===== config.mk =====
export PLATFORM = sky130hd
export DESIGN_NAME = falafel_req_arbiter
export DESIGN_NICKNAME = d
export VERILOG_FILES = /design/src/rtl/falafel_pkg.sv /design/src/rtl/falafel_fifo.sv /design/src/rtl/falafel_req_arbiter.sv
export SDC_FILE = /design/constraint.sdc
export NUM_CORES = 1
export LEC_CHECK = 0
export CAP_MARGIN = 25
export CORE_ASPECT_RATIO = 0.7
export CORE_MARGIN = 2
export CORE_UTILIZATION = 45
export CTS_BUF_LIST = sky130_fd_sc_hd__clkbuf_4
export DETAILED_ROUTE_END_ITERATION = 10
export PLACE_DENSITY_LB_ADDON = 0.1
export SYNTH_ARGS = -nofsm -noshare
export SYNTH_HDL_FRONTEND = slang
export SYNTH_SLANG_ARGS = --single-unit

===== constraint.sdc =====
create_clock -name clk_i -period 2.3 [get_ports clk_i]
set_input_delay 0.46 -clock clk_i [delete_from_list [all_inputs] [get_ports clk_i]]
set_output_delay 0.46 -clock clk_i [all_outputs]
set_load 0.05 [all_outputs]

===== src/rtl/falafel_pkg.sv =====
// Shared types for the falafel request path: entry payload and merged-request op tag.
// Latency: n/a (types and constants only).
// Backpressure: n/a.
package falafel_pkg;

  localparam int MSG_ID_SIZE = 8;
  localparam int DATA_W      = 16;

  typedef struct packed {
    logic [MSG_ID_SIZE-1:0] id;
    logic [DATA_W-1:0]      size;
  } alloc_entry_t;

  typedef enum logic {
    OP_ALLOC = 1'b0,
    OP_FREE  = 1'b1
  } req_op_e;

endpackage


===== src/rtl/falafel_fifo.sv =====
// Generic synchronous FIFO, DEPTH entries of payload type T, head shown combinationally.
// Latency: a pushed entry is at head one cycle later when the FIFO was empty.
// Backpressure: push ignored while full (even with a same-cycle pop); pop ignored while empty.
//
// Ports: clk_i/rst_ni clock and async active-low reset; push/din write side;
//        pop/head read side; full/empty/cnt registered occupancy status.
module falafel_fifo #(
  parameter int  DEPTH = 4,
  parameter type T     = logic [7:0],
  localparam int PW    = $clog2(DEPTH),
  localparam int CW    = $clog2(DEPTH + 1)
) (
  input  logic          clk_i,
  input  logic          rst_ni,
  input  logic          push,
  input  T              din,
  input  logic          pop,
  output T              head,
  output logic          full,
  output logic          empty,
  output logic [CW-1:0] cnt
);

  T              mem [DEPTH];
  logic [PW-1:0] wr_ptr;
  logic [PW-1:0] rd_ptr;
  logic          push_ok;
  logic          pop_ok;

  // Status comes only from registered count, so no input reaches full/empty.
  assign full    = (cnt == CW'(DEPTH));
  assign empty   = (cnt == '0);
  assign push_ok = push && !full;
  assign pop_ok  = pop && !empty;
  assign head    = mem[rd_ptr];

  // Storage carries no reset; validity is tracked by cnt.
  always_ff @(posedge clk_i) begin
    if (push_ok) begin
      mem[wr_ptr] <= din;
    end
  end

  // DEPTH is a power of two, so pointers wrap naturally at PW bits.
  always_ff @(posedge clk_i or negedge rst_ni) begin
    if (!rst_ni) begin
      wr_ptr <= '0;
      rd_ptr <= '0;
      cnt    <= '0;
    end else begin
      if (push_ok) wr_ptr <= wr_ptr + PW'(1);
      if (pop_ok)  rd_ptr <= rd_ptr + PW'(1);
      case ({push_ok, pop_ok})
        2'b10:   cnt <= cnt + CW'(1);
        2'b01:   cnt <= cnt - CW'(1);
        default: cnt <= cnt;
      endcase
    end
  end

endmodule


===== src/rtl/falafel_req_arbiter.sv =====
// Queues alloc/free entries in two FIFOs and merges them round-robin into one registered request.
// Latency: entry accepted in cycle N is presented with req_val_o in cycle N+2 (idle slot, no contention).
// Backpressure: req_rdy_i low holds the output slot; FIFOs fill and *_req_rdy_o drop when full.
//
// Ports: clk_i/rst_ni clock and async active-low reset;
//        alloc_req_* / free_req_* upstream valid/ready entry streams;
//        req_val_o/req_rdy_i/req_op_o/req_data_o merged downstream stream;
//        alloc_cnt_o/free_cnt_o registered FIFO occupancies.
module falafel_req_arbiter
  import falafel_pkg::*;
#(
  parameter int  DEPTH = 4,
  localparam int CW    = $clog2(DEPTH + 1)
) (
  input  logic          clk_i,
  input  logic          rst_ni,
  input  logic          alloc_req_val_i,
  output logic          alloc_req_rdy_o,
  input  alloc_entry_t  alloc_req_data_i,
  input  logic          free_req_val_i,
  output logic          free_req_rdy_o,
  input  alloc_entry_t  free_req_data_i,
  output logic          req_val_o,
  input  logic          req_rdy_i,
  output req_op_e       req_op_o,
  output alloc_entry_t  req_data_o,
  output logic [CW-1:0] alloc_cnt_o,
  output logic [CW-1:0] free_cnt_o
);

  alloc_entry_t alloc_head;
  alloc_entry_t free_head;
  logic         alloc_full;
  logic         free_full;
  logic         alloc_empty;
  logic         free_empty;
  logic         alloc_pop;
  logic         free_pop;
  logic         slot_open;
  logic         grant_alloc;
  logic         grant_free;
  req_op_e      last_op;

  assign alloc_req_rdy_o = !alloc_full;
  assign free_req_rdy_o  = !free_full;

  falafel_fifo #(
    .DEPTH (DEPTH),
    .T     (alloc_entry_t)
  ) u_alloc_fifo (
    .clk_i  (clk_i),
    .rst_ni (rst_ni),
    .push   (alloc_req_val_i),
    .din    (alloc_req_data_i),
    .pop    (alloc_pop),
    .head   (alloc_head),
    .full   (alloc_full),
    .empty  (alloc_empty),
    .cnt    (alloc_cnt_o)
  );

  falafel_fifo #(
    .DEPTH (DEPTH),
    .T     (alloc_entry_t)
  ) u_free_fifo (
    .clk_i  (clk_i),
    .rst_ni (rst_ni),
    .push   (free_req_val_i),
    .din    (free_req_data_i),
    .pop    (free_pop),
    .head   (free_head),
    .full   (free_full),
    .empty  (free_empty),
    .cnt    (free_cnt_o)
  );

  // Slot can take a new entry when idle or when its current one leaves this cycle.
  assign slot_open = !req_val_o || req_rdy_i;

  // On contention the op opposite to the last grant wins; otherwise the only
  // non-empty queue wins.
  always_comb begin
    grant_alloc = 1'b0;
    grant_free  = 1'b0;
    if (!alloc_empty && !free_empty) begin
      grant_alloc = (last_op == OP_FREE);
      grant_free  = (last_op == OP_ALLOC);
    end else begin
      grant_alloc = !alloc_empty;
      grant_free  = !free_empty;
    end
  end

  assign alloc_pop = slot_open && grant_alloc;
  assign free_pop  = slot_open && grant_free;

  // Output slot; op/data only change on a load, so they stay put under backpressure.
  always_ff @(posedge clk_i or negedge rst_ni) begin
    if (!rst_ni) begin
      req_val_o  <= 1'b0;
      req_op_o   <= OP_ALLOC;
      req_data_o <= '0;
      last_op    <= OP_FREE;
    end else if (slot_open) begin
      if (alloc_pop) begin
        req_val_o  <= 1'b1;
        req_op_o   <= OP_ALLOC;
        req_data_o <= alloc_head;
        last_op    <= OP_ALLOC;
      end else if (free_pop) begin
        req_val_o  <= 1'b1;
        req_op_o   <= OP_FREE;
        req_data_o <= free_head;
        last_op    <= OP_FREE;
      end else begin
        req_val_o  <= 1'b0;
      end
    end
  end

endmodule


==> metrics.txt, run 1 <==
slowest stage delay, CP 0.44 ns; TritonCTS sink count 233; Routed wire per std cell 19.30 um; Period Utilization, post-route 95.29%; Most used DFF post-synth edfxtp_1; area occupied by multi-input gates 2034 um2; Async SR Flop Fraction 17.60%; Pwr Density 1325 nW/um2; later-pin clock latency in the skew report 0.66 ns; unrepaired setup endpoints after global routing false; Initial Utilization 45.57%; slowest CP cell dfrtp_2; CTS max path bufs 3; Root Driver clkbuf_4; post-route cell area 11110 um2; final worst slack 0.1083 ns; Pint 9.545 mW; H-tree levels 2; Final Non-Filler Cells 913; pin count of the biggest net entering global routing 32; gr ovfl total 0; Final setup viols 0; synth-to-layout area growth 24.20%; number of synthesized flops with an enable pin 192; critical path fanouts, max 5; Nets 662; drt first pass iters 4; vias 4620; antenna violations before repair 0; Ys Warns 0; area leader, netlist edfxtp_1; synth unique cells 35; Fillers 1571; utilization after layout 56.60%; Total GRT Usage 17.61%; Seq cells post-synth 233; Synth top area share 64.43%; Worst Setup End Kind flop; Cells after Synth 445; post-route minimum period 2.192 ns; vias in the first global route 4998; Switch Pwr 5.180 mW; area of the core 19640 um2; overall power 14.73 mW; first-pass GRT wire length 27.66 mm; Seq/Total Area, Yosys 75.91%; Post-Syn Area 8949 um2; final hold violation count 0; CTS clock-pin slew for the worst setup and hold paths 0.07 ns; PortBufs 86; layout cells sized above 1 29.55%; Worst Setup Path Type reg -> reg; Pins Over Slew Limit 0; Setup WS pre-CTS -0.08459 ns; syn nets 510; crit path cell chain or3_4 > a211oi_4 > ha_4 > inv_2 > fa_2 > xor2_1 > nor2_1 > xor2_1; switching portion of total power 35.18%; cts bufs inserted 54; MaxCap Viol Count 0; worst slew pin tran 0.7609 ns; Final Skew 0.04705 ns; Cell Rows 43; Via density 5.060; Required @ worst endpoint 2.84 ns; Cells after DPL 810; GP Congestion 0.7866; antenna fix cells 0; HPWL Detailed 10.98 mm; width of the die 172.5 um; maximum vdd drop 0.001041 V; Cell Area, Placed 10430 um2; Setup crit start kind flop; status finished clean; Leak Pwr 4.044 nW; Clock power frac 22.1%; DR iter-0 viols 217; Worst EP arrival 2.74 ns; DRC Markers 0; CTS tree yes; Max-slew headroom 49.27%; die height 122.0 um; IO Count 87; fmax 0.4563 GHz; Seq. cell area 6800 um2; Seq pwr share 41.7%; Die ar. 21050 um2; Min-Delay Path Class in -> async; Synth area leaders edfxtp_1 (64%), mux4_2 (12%), dfrtp_1 (11%), a22oi_1 (2.0%), ha_1 (1.4%); power share of the combinational group 36.2%; antenna-violating nets left 0; Top cell by count, worst path xor2_1; Mean Syn Cell Area 20.11 um2; Post-Route WL 17.62 mm
worst max-delay path: cells and delay by family, from the launching register on:
family          cells  cell delay [ns]
flops               1             0.44
compound gates      1             0.27
xor+xnor            2             0.29
buf+inv             1             0.04
simple gates        2             0.56
fa+ha+maj           2             0.50
final timing paths:
path	from	endpoint	slack, ns	depth (start not counted)
worst max-delay path	u_free_fifo.cnt[2]	u_alloc_fifo.cnt[2]	0.11	8
worst min-delay path	rst_ni	req_data_o[21]	0.41	2
worst max register to register	u_free_fifo.cnt[2]	u_alloc_fifo.cnt[2]	0.11	8
worst min register to register	req_op_o	req_op_o	0.49	2
max in group asynchronous	rst_ni	req_data_o[10]	1.22	3
min in group clk_i	alloc_req_data_i[13]	u_alloc_fifo.mem[1][13]	0.42	1
state kept, by name (all words and copies together) (netlist names):
| register | count |
|---|---|
| u_alloc_fifo.mem | 96 |
| u_free_fifo.mem | 96 |
| req_data_o | 24 |
| u_alloc_fifo.cnt | 3 |
| u_free_fifo.cnt | 3 |
| u_alloc_fifo.rd_ptr | 2 |
| u_alloc_fifo.wr_ptr | 2 |
| u_free_fifo.rd_ptr | 2 |
| u_free_fifo.wr_ptr | 2 |
| last_op | 1 |
| req_op_o | 1 |
| req_val_o | 1 |
through the flow:
step | TNS [ns] | hold slack (ns)
after global routing | 0 | 0.3607
after CTS | -0.08449 | 0.3583
after detailed placement | -0.1947 | 0.4867
final | 0 | 0.4123
after floorplan | -0.3802 | 0.1644
after global placement | -3.156 | 0.4857
area by class of cell:
cell class                 count  area share (%)
sequential                   233           61.18
inverter                      13          0.4390
timing repair buffer         116           10.66
clock buffer                  84           5.674
multi-input combinational    179           18.30
tap                          270           3.040
clock inverter                18          0.6980
cell usage after synthesis, types with 3 or more instances:
library cell  number
o21ai_1            7
and3_1             8
a22oi_1           24
nor2_1             4
ha_1              10
xnor2_1            6
buf_2              6
edfxtp_1         192
buf_6              3
dfrtp_1           40
inv_1             13
o21ai_0           18
nand2_1           27
xor2_1             5
clkbuf_1           9
mux4_2            48
layout by cell type (no fill, tap or decap), types with 2 or more instances in the layout:
| cell | count |
|---|---|
| a211oi_4 | 2 |
| a22oi_1 | 24 |
| and2_1 | 2 |
| and3_1 | 8 |
| buf_12 | 11 |
| buf_4 | 17 |
| clkbuf_4 | 84 |
| clkdlybuf4s50_1 | 51 |
| clkinv_1 | 14 |
| dfrtp_1 | 34 |
| dfrtp_2 | 6 |
| dlygate4sd2_1 | 31 |
| edfxtp_1 | 192 |
| ha_1 | 9 |
| inv_1 | 12 |
| inv_2 | 2 |
| mux2_2 | 2 |
| mux4_2 | 48 |
| nand2_1 | 27 |
| nand3_2 | 2 |
| nor2_1 | 4 |
| nor3_1 | 2 |
| o21ai_0 | 18 |
| o21ai_1 | 7 |
| or3_4 | 2 |
| xnor2_1 | 6 |
| xor2_1 | 5 |
power by group through the flow:
stage                     registers [mW]  logic [mW]  clock network (mW)
after floorplan                     7.05        2.77                   0
after global placement              6.20        5.56                   0
after detailed placement            6.24        5.64                   0
after CTS                           6.15        5.46                3.38
after global routing                6.25        5.78                3.61
final                               6.15        5.33                3.25
layer usage:
metal,vias up,track usage [%],wire [um]
met5,-,0,0
met4,0,5.662,210
met3,22,4.963,1075
met2,138,28.41,8534
met1,2336,23.51,7801
li1,2124,-,-
repair_timing:
action / in CTS / in global routing
hold endpoints to repair: 29 / 0
gates resized for setup: 35 / 4
setup buffers: 0 / 0
setup endpoints to repair: 33 / 3
hold buffers: 1 / 0
kinds of logic (layout without fill, tap and decap cells):
| logic type | after synthesis | count (layout) | synth area share [%] |
|---|---|---|---|
| multiplexers | 51 | 51 | 12.44 |
| buffers and inverters | 33 | 231 | 1.776 |
| AND/OR/NAND/NOR | 51 | 51 | 2.810 |
| flip-flops | 233 | 233 | 75.91 |
| AO/OA/AOI/OAI | 53 | 53 | 3.957 |
| adder cells (fa/ha/maj) | 12 | 12 | 1.846 |
| XOR/XNOR | 12 | 12 | 1.258 |
(Power assumes the default switching activity.)
==> run 2: changes to the inputs <==
- CORE_ASPECT_RATIO: 0.7 -> 1.1
==> run 2 against run 1 <==
  * Maximum frequency fell by 0.48%
  * Power rose by 0.73%
  * Final area fell by 0.17%
  * Worst hold slack got worse by 0.087 ns
  * Sequential share of layout area rose by 0.10 points
  * Sequential power fell by 0.7%
  * Register-to-register slack barely moved
  * Clock skew fell by 0.031 ns
  * Die area barely moved
  * Wire length fell by 3.1%
  * Non-clock buffer count fell by 2
==> metrics.txt, run 2 (synthesis results as in run 1) <==
status finished clean (unchanged); Die ar. 21030 um2 (was 21050 um2); Pwr Density 1337 nW/um2 (was 1325 nW/um2); Routed wire per std cell 19.18 um (was 19.30 um); Worst Setup End Kind flop (unchanged); reg2reg setup slack 0.1 ns (was 0.11 ns); first-pass GRT wire length 26.77 mm (was 27.66 mm); DRC Markers 0 (unchanged); Root Driver clkbuf_4 (unchanged); TritonCTS sink count 233 (unchanged); unrepaired setup endpoints after global routing true (was false); DR iter-0 viols 242 (was 217); critical path fanouts, max 4 (was 5); Total GRT Usage 16.68% (was 17.61%); critical path endpoint u_free_fifo.cnt[2] (was u_alloc_fifo.cnt[2]); Final Skew 0.01585 ns (was 0.04705 ns); CTS tree yes (unchanged); Cell Rows 54 (was 43); Final setup viols 0 (unchanged); worst slew pin tran 0.5721 ns (was 0.7609 ns); Seq pwr share 41.2% (was 41.7%); antenna-violating nets left 0 (unchanged); R2R depth 8 (unchanged); post-route cell area 11100 um2 (was 11110 um2); drt first pass iters 4 (unchanged); Nets 661 (was 662); CTS max path bufs 3 (unchanged); vias 4603 (was 4620); Top cell by count, worst path xor2_1 (unchanged); Setup crit start kind flop (unchanged); HPWL Detailed 10.81 mm (was 10.98 mm); final hold violation count 0 (unchanged); power share of the combinational group 36.3% (was 36.2%); die height 151.9 um (was 122.0 um); Period Utilization, post-route 95.75% (was 95.29%); Final Non-Filler Cells 890 (was 913); Critical Path Start u_alloc_fifo.cnt[1] (was u_free_fifo.cnt[2]); Post-Route WL 17.07 mm (was 17.62 mm); slowest stage delay, CP 0.43 ns (was 0.44 ns); Max-slew headroom 62.01% (was 49.27%); area of the core 19660 um2 (was 19640 um2); most common library cell in the layout ignoring fill and taps edfxtp_1 (unchanged); GP Congestion 0.7579 (was 0.7866); area occupied by multi-input gates 2046 um2 (was 2034 um2); Seq. cell area 6800 um2 (unchanged); Initial Utilization 45.51% (was 45.57%); post-route minimum period 2.202 ns (was 2.192 ns); cts bufs inserted 55 (was 54); Reg2Reg Launch Point u_alloc_fifo.cnt[1] (was u_free_fifo.cnt[2]); IO Count 87 (unchanged); CTS clock-pin slew for the worst setup and hold paths 0.07 ns (about the same); Worst Setup Path Type reg -> reg (unchanged); Clock power frac 22.5% (was 22.1%); width of the die 138.5 um (was 172.5 um); fmax 0.4541 GHz (was 0.4563 GHz); H-tree levels 2 (unchanged); gr ovfl total 0 (unchanged); maximum vdd drop 0.0005335 V (was 0.001041 V); vias in the first global route 4898 (was 4998); layout cells sized above 1 28.93% (was 29.55%); switching portion of total power 34.66% (was 35.18%); Fillers 1541 (was 1571); Setup WS pre-CTS -0.05060 ns (was -0.08459 ns); pin count of the biggest net entering global routing 28 (was 32); Leak Pwr 4.030 nW (was 4.044 nW); Setup TNS 0 ns (unchanged); Cell Area, Placed 10400 um2 (was 10430 um2); MaxCap Viol Count 0 (unchanged); slowest CP cell dfrtp_2 (unchanged); RR Endpoint u_free_fifo.cnt[2] (was u_alloc_fifo.cnt[2]); commonest non-fill, non-tap cells in the layout edfxtp_1 (192), clkbuf_4 (80), clkdlybuf4s50_1 (51), mux4_2 (48), dfrtp_1 (34) (was edfxtp_1 (192), clkbuf_4 (84), clkdlybuf4s50_1 (51), mux4_2 (48), dfrtp_1 (34)); later-pin clock latency in the skew report 0.64 ns (was 0.66 ns); Worst EP arrival 2.76 ns (was 2.74 ns); Regs by FF count u_alloc_fifo.mem: 96 flops, u_free_fifo.mem: 96 flops, req_data_o: 24 flops (unchanged); Min-Delay Path Class in -> async (unchanged); Via density 5.172 (was 5.060); Switch Pwr 5.141 mW (was 5.180 mW); Pint 9.692 mW (was 9.545 mW); Required @ worst endpoint 2.86 ns (was 2.84 ns); final worst slack 0.09781 ns (was 0.1083 ns); crit path cell chain or3_4 > a211oi_4 > ha_2 > inv_1 > fa_1 > xor2_1 > nor2_1 > xor2_1 (was or3_4 > a211oi_4 > ha_4 > inv_2 > fa_2 > xor2_1 > nor2_1 > xor2_1); synth-to-layout area growth 23.99% (was 24.20%); Cells after DPL 790 (was 810); PortBufs 86 (unchanged); antenna violations before repair 1 (was 0); Pins Over Slew Limit 0 (unchanged); Post-CTS Setup Bufs 0 (unchanged)
run 2: timing repair:
| item | CTS | global route |
|---|---|---|
| hold endpoints to repair | 19 | 0 |
| resized for setup | 38 | 4 |
| setup endpoints to repair | 34 | 2 |
| gates cloned | 0 | 0 |
| hold buffers | 1 | 0 |
run 2: per-stage QoR:
step | hold WS, ns | power [mW] | utilization (%)
after floorplan | 0.1644 | 9.815 | -
after global placement | 0.4533 | 11.75 | 52.89
after detailed placement | 0.4827 | 11.85 | 52.89
after CTS | 0.3281 | 15.05 | 56.40
after global routing | 0.3346 | 15.67 | 56.42
final | 0.3249 | 14.83 | 56.43
run 2: layer usage:
layer	global-route usage, %	part of all wire [%]	routed length, um	up-vias
met5	0	0	0	-
met4	5.539	1.6	281	0
met3	4.003	4.4	753	33
met2	27.65	50	8524	99
met1	21.95	44	7512	2353
li1	-	-	-	2118
run 2: power by group through the flow:
stage | clock network [mW] | logic (mW) | registers (mW)
floorplan | 0 | 2.77 | 7.05
global placement | 0 | 5.60 | 6.16
detailed placement | 0 | 5.63 | 6.22
CTS | 3.46 | 5.48 | 6.12
global route | 3.65 | 5.81 | 6.21
finish | 3.34 | 5.39 | 6.11
run 2: area by class of cell:
class / instances / area share [%]
sequential: 233 / 61.29
clock buffer: 80 / 5.413
clock inverter: 17 / 1.060
multi-input combinational: 179 / 18.44
antenna: 2 / 0.04511
tap: 252 / 2.842
timing repair buffer: 114 / 10.48
inverter: 13 / 0.4398
run 2: worst min path at each step:
stage,startpoint,cells past startpoint,to
CTS,rst_ni,2,u_alloc_fifo.cnt[2]
floorplan,rst_ni,0,req_data_o[0]
finish,rst_ni,2,u_alloc_fifo.cnt[2]
global route,rst_ni,2,u_alloc_fifo.cnt[2]
detailed placement,rst_ni,1,u_alloc_fifo.wr_ptr[1]
global placement,rst_ni,1,u_alloc_fifo.wr_ptr[0]
run 2: critical path: cells and delay by family, from the launching register on:
kind | cells | cell delay [ns]
adders and majority gates | 2 | 0.59
and+or+nand+nor | 2 | 0.52
DFF | 1 | 0.43
xor gates and xnor gates | 2 | 0.30
AOI/OAI and AO/OA | 1 | 0.24
buffers and inverters | 1 | 0.05
==> run 3: changes to the inputs <==
- clock period: 2.3 -> 1.97 ns (I/O delays scaled with it)
==> run 3 against run 2 <==
  * The flow now finishes with violations (negative setup slack)
  * Critical path depth stayed put
  * Via count grew 3.2%
  * Setup slack got worse by 0.27 ns
  * Clock power up 21%
  * Clock skew grew 0.037 ns
  * Final area increased by 2.5%
  * Highest routed layer unchanged
  * Flip-flop and latch count unchanged
  * Sequential power grew 16%
  * Register-to-register slack lost 0.27 ns
  * Sequential share of layout area is 1.5 points lower
  * First-iteration DRC count increased by 0.83%
==> metrics.txt, run 3 (synthesis results as in run 1) <==
Final Skew 0.05312 ns (was 0.01585 ns); Pwr Density 1589 nW/um2 (was 1337 nW/um2); GP Congestion 0.7731 (was 0.7579); Required @ worst endpoint 2.51 ns (was 2.86 ns); die height 151.9 um (unchanged); Worst Setup End Kind flop (unchanged); Setup TNS -0.3571 ns (was 0 ns); Worst EP arrival 2.68 ns (was 2.76 ns); critical path fanouts, max 2 (was 4); drt first pass iters 7 (was 4); Nets 687 (was 661); Via density 5.141 (was 5.172); commonest non-fill, non-tap cells in the layout edfxtp_1 (192), clkbuf_4 (88), buf_4 (59), clkdlybuf4s50_1 (51), mux4_2 (48) (was edfxtp_1 (192), clkbuf_4 (80), clkdlybuf4s50_1 (51), mux4_2 (48), dfrtp_1 (34)); DRC Markers 0 (unchanged); width of the die 138.5 um (unchanged); Total GRT Usage 17.49% (was 16.68%); post-route minimum period 2.139 ns (was 2.202 ns); Max-slew headroom 62.78% (was 62.01%); Routed wire per std cell 19.36 um (was 19.18 um); Cell Rows 54 (unchanged); final hold violation count 0 (unchanged); area of the core 19660 um2 (unchanged); reg2reg setup slack -0.17 ns (was 0.1 ns); antenna violations before repair 1 (unchanged); Leak Pwr 4.158 nW (was 4.030 nW); Post-Route WL 17.89 mm (was 17.07 mm); Period Utilization, post-route 108.6% (was 95.75%); post-route cell area 11370 um2 (was 11100 um2); Regs by FF count u_alloc_fifo.mem: 96 flops, u_free_fifo.mem: 96 flops, req_data_o: 24 flops (unchanged); pin count of the biggest net entering global routing 28 (unchanged); MaxCap Viol Count 0 (unchanged); CTS max path bufs 3 (unchanged); vias in the first global route 5213 (was 4898); CTS clock-pin slew for the worst setup and hold paths 0.07 ns (about the same); area occupied by multi-input gates 2064 um2 (was 2046 um2); Fillers 1527 (was 1541); maximum vdd drop 0.0006420 V (was 0.0005335 V); Setup crit start kind flop (unchanged); later-pin clock latency in the skew report 0.68 ns (was 0.64 ns); Final setup viols 3 (was 0); Die ar. 21030 um2 (unchanged); gr ovfl total 0 (unchanged); Seq. cell area 6800 um2 (unchanged); fmax 0.4675 GHz (was 0.4541 GHz); Root Driver clkbuf_4 (unchanged); R2R depth 8 (unchanged); Initial Utilization 45.51% (unchanged); Pins Over Slew Limit 0 (unchanged); Cell Area, Placed 10470 um2 (was 10400 um2); vias 4750 (was 4603); IO Count 87 (unchanged); antenna-violating nets left 0 (unchanged); layout cells sized above 1 39.05% (was 28.93%); worst slew pin tran 0.5584 ns (was 0.5721 ns); final worst slack -0.1693 ns (was 0.09781 ns); CTS tree yes (unchanged); TritonCTS sink count 233 (unchanged); HPWL Detailed 11.02 mm (was 10.81 mm); Worst Setup Path Type reg -> reg (unchanged); RR Endpoint u_alloc_fifo.cnt[2] (was u_free_fifo.cnt[2]); first-pass GRT wire length 28.07 mm (was 26.77 mm); Reg2Reg Launch Point u_free_fifo.cnt[2] (was u_alloc_fifo.cnt[1]); Min-Delay Path Class in -> async (unchanged); status finished, violations left (was finished clean); failing checks negative setup slack; DR iter-0 viols 244 (was 242); synth-to-layout area growth 27.06% (was 23.99%); unrepaired setup endpoints after global routing true (unchanged); PortBufs 86 (unchanged); most common library cell in the layout ignoring fill and taps edfxtp_1 (unchanged); H-tree levels 2 (unchanged); cts bufs inserted 58 (was 55)
[run 3: worst max-delay path by stage]
stage,slack (ns),startpoint,cells past startpoint,endpoint
after floorplan,-0.53,u_free_fifo.cnt[2],9,u_alloc_fifo.cnt[2]
after global placement,-0.27,req_rdy_i,9,u_free_fifo.cnt[2]
after detailed placement,-0.35,req_rdy_i,9,u_free_fifo.cnt[2]
after CTS,-0.20,u_free_fifo.cnt[2],8,u_alloc_fifo.cnt[2]
after global routing,-0.25,u_alloc_fifo.cnt[2],8,u_free_fifo.cnt[2]
final,-0.17,u_free_fifo.cnt[2],8,u_alloc_fifo.cnt[2]
[run 3: worst max-delay path, stage by stage (launching register included)]
cell	delay [ns]
dfrtp_2	0.40
or3_4	0.40
a211oi_4	0.27
ha_4	0.17
inv_2	0.03
fa_2	0.32
xor2_1	0.15
nor2_1	0.13
xor2_1	0.15
[run 3: layer usage]
metal / GRT usage [%] / wire length (um)
met3: 3.593 / 900
met5: 0 / 0
met2: 29.23 / 9155
met4: 7.532 / 347
met1: 22.43 / 7483
[run 3: where the power goes]
| part | total [mW] | internal, mW | switching, mW |
|---|---|---|---|
| clock network | 4.04 | 2.17 | 1.86 |
| logic | 6.97 | 3.00 | 3.97 |
| registers | 7.06 | 6.67 | 0.393 |
[run 3: stage by stage]
step	cells	setup WS [ns]	util, %	power, mW	hold slack [ns]
2_1_floorplan	445	-0.5328	-	11.46	0.09841
5_1_grt	924	-0.2518	57.83	19.08	0.2365
3_3_place_gp	805	-0.2708	53.27	13.88	0.4076
4_1_cts	921	-0.1978	57.76	18.33	0.1946
3_5_place_dp	805	-0.3510	53.27	14.00	0.4121
6_report	924	-0.1693	57.83	18.07	0.2400
[run 3: final cells by class]
cell class / instances / share of cell area, %
Multi-Input combinational cell: 179 / 18.16
Sequential cell: 233 / 59.81
Clock buffer: 88 / 5.810
Antenna cell: 1 / 0.02201
Timing Repair Buffer: 137 / 11.95
Tap cell: 252 / 2.773
Inverter: 13 / 0.4952
Clock inverter: 21 / 0.9794
[run 3: timing repair]
action,CTS,global route
gates resized for setup,34,3
hold endpoints to repair,19,0
setup buffers,6,2
pin swaps,2,0
hold buffers,1,0
setup endpoints to repair,11,10
gates cloned,0,0
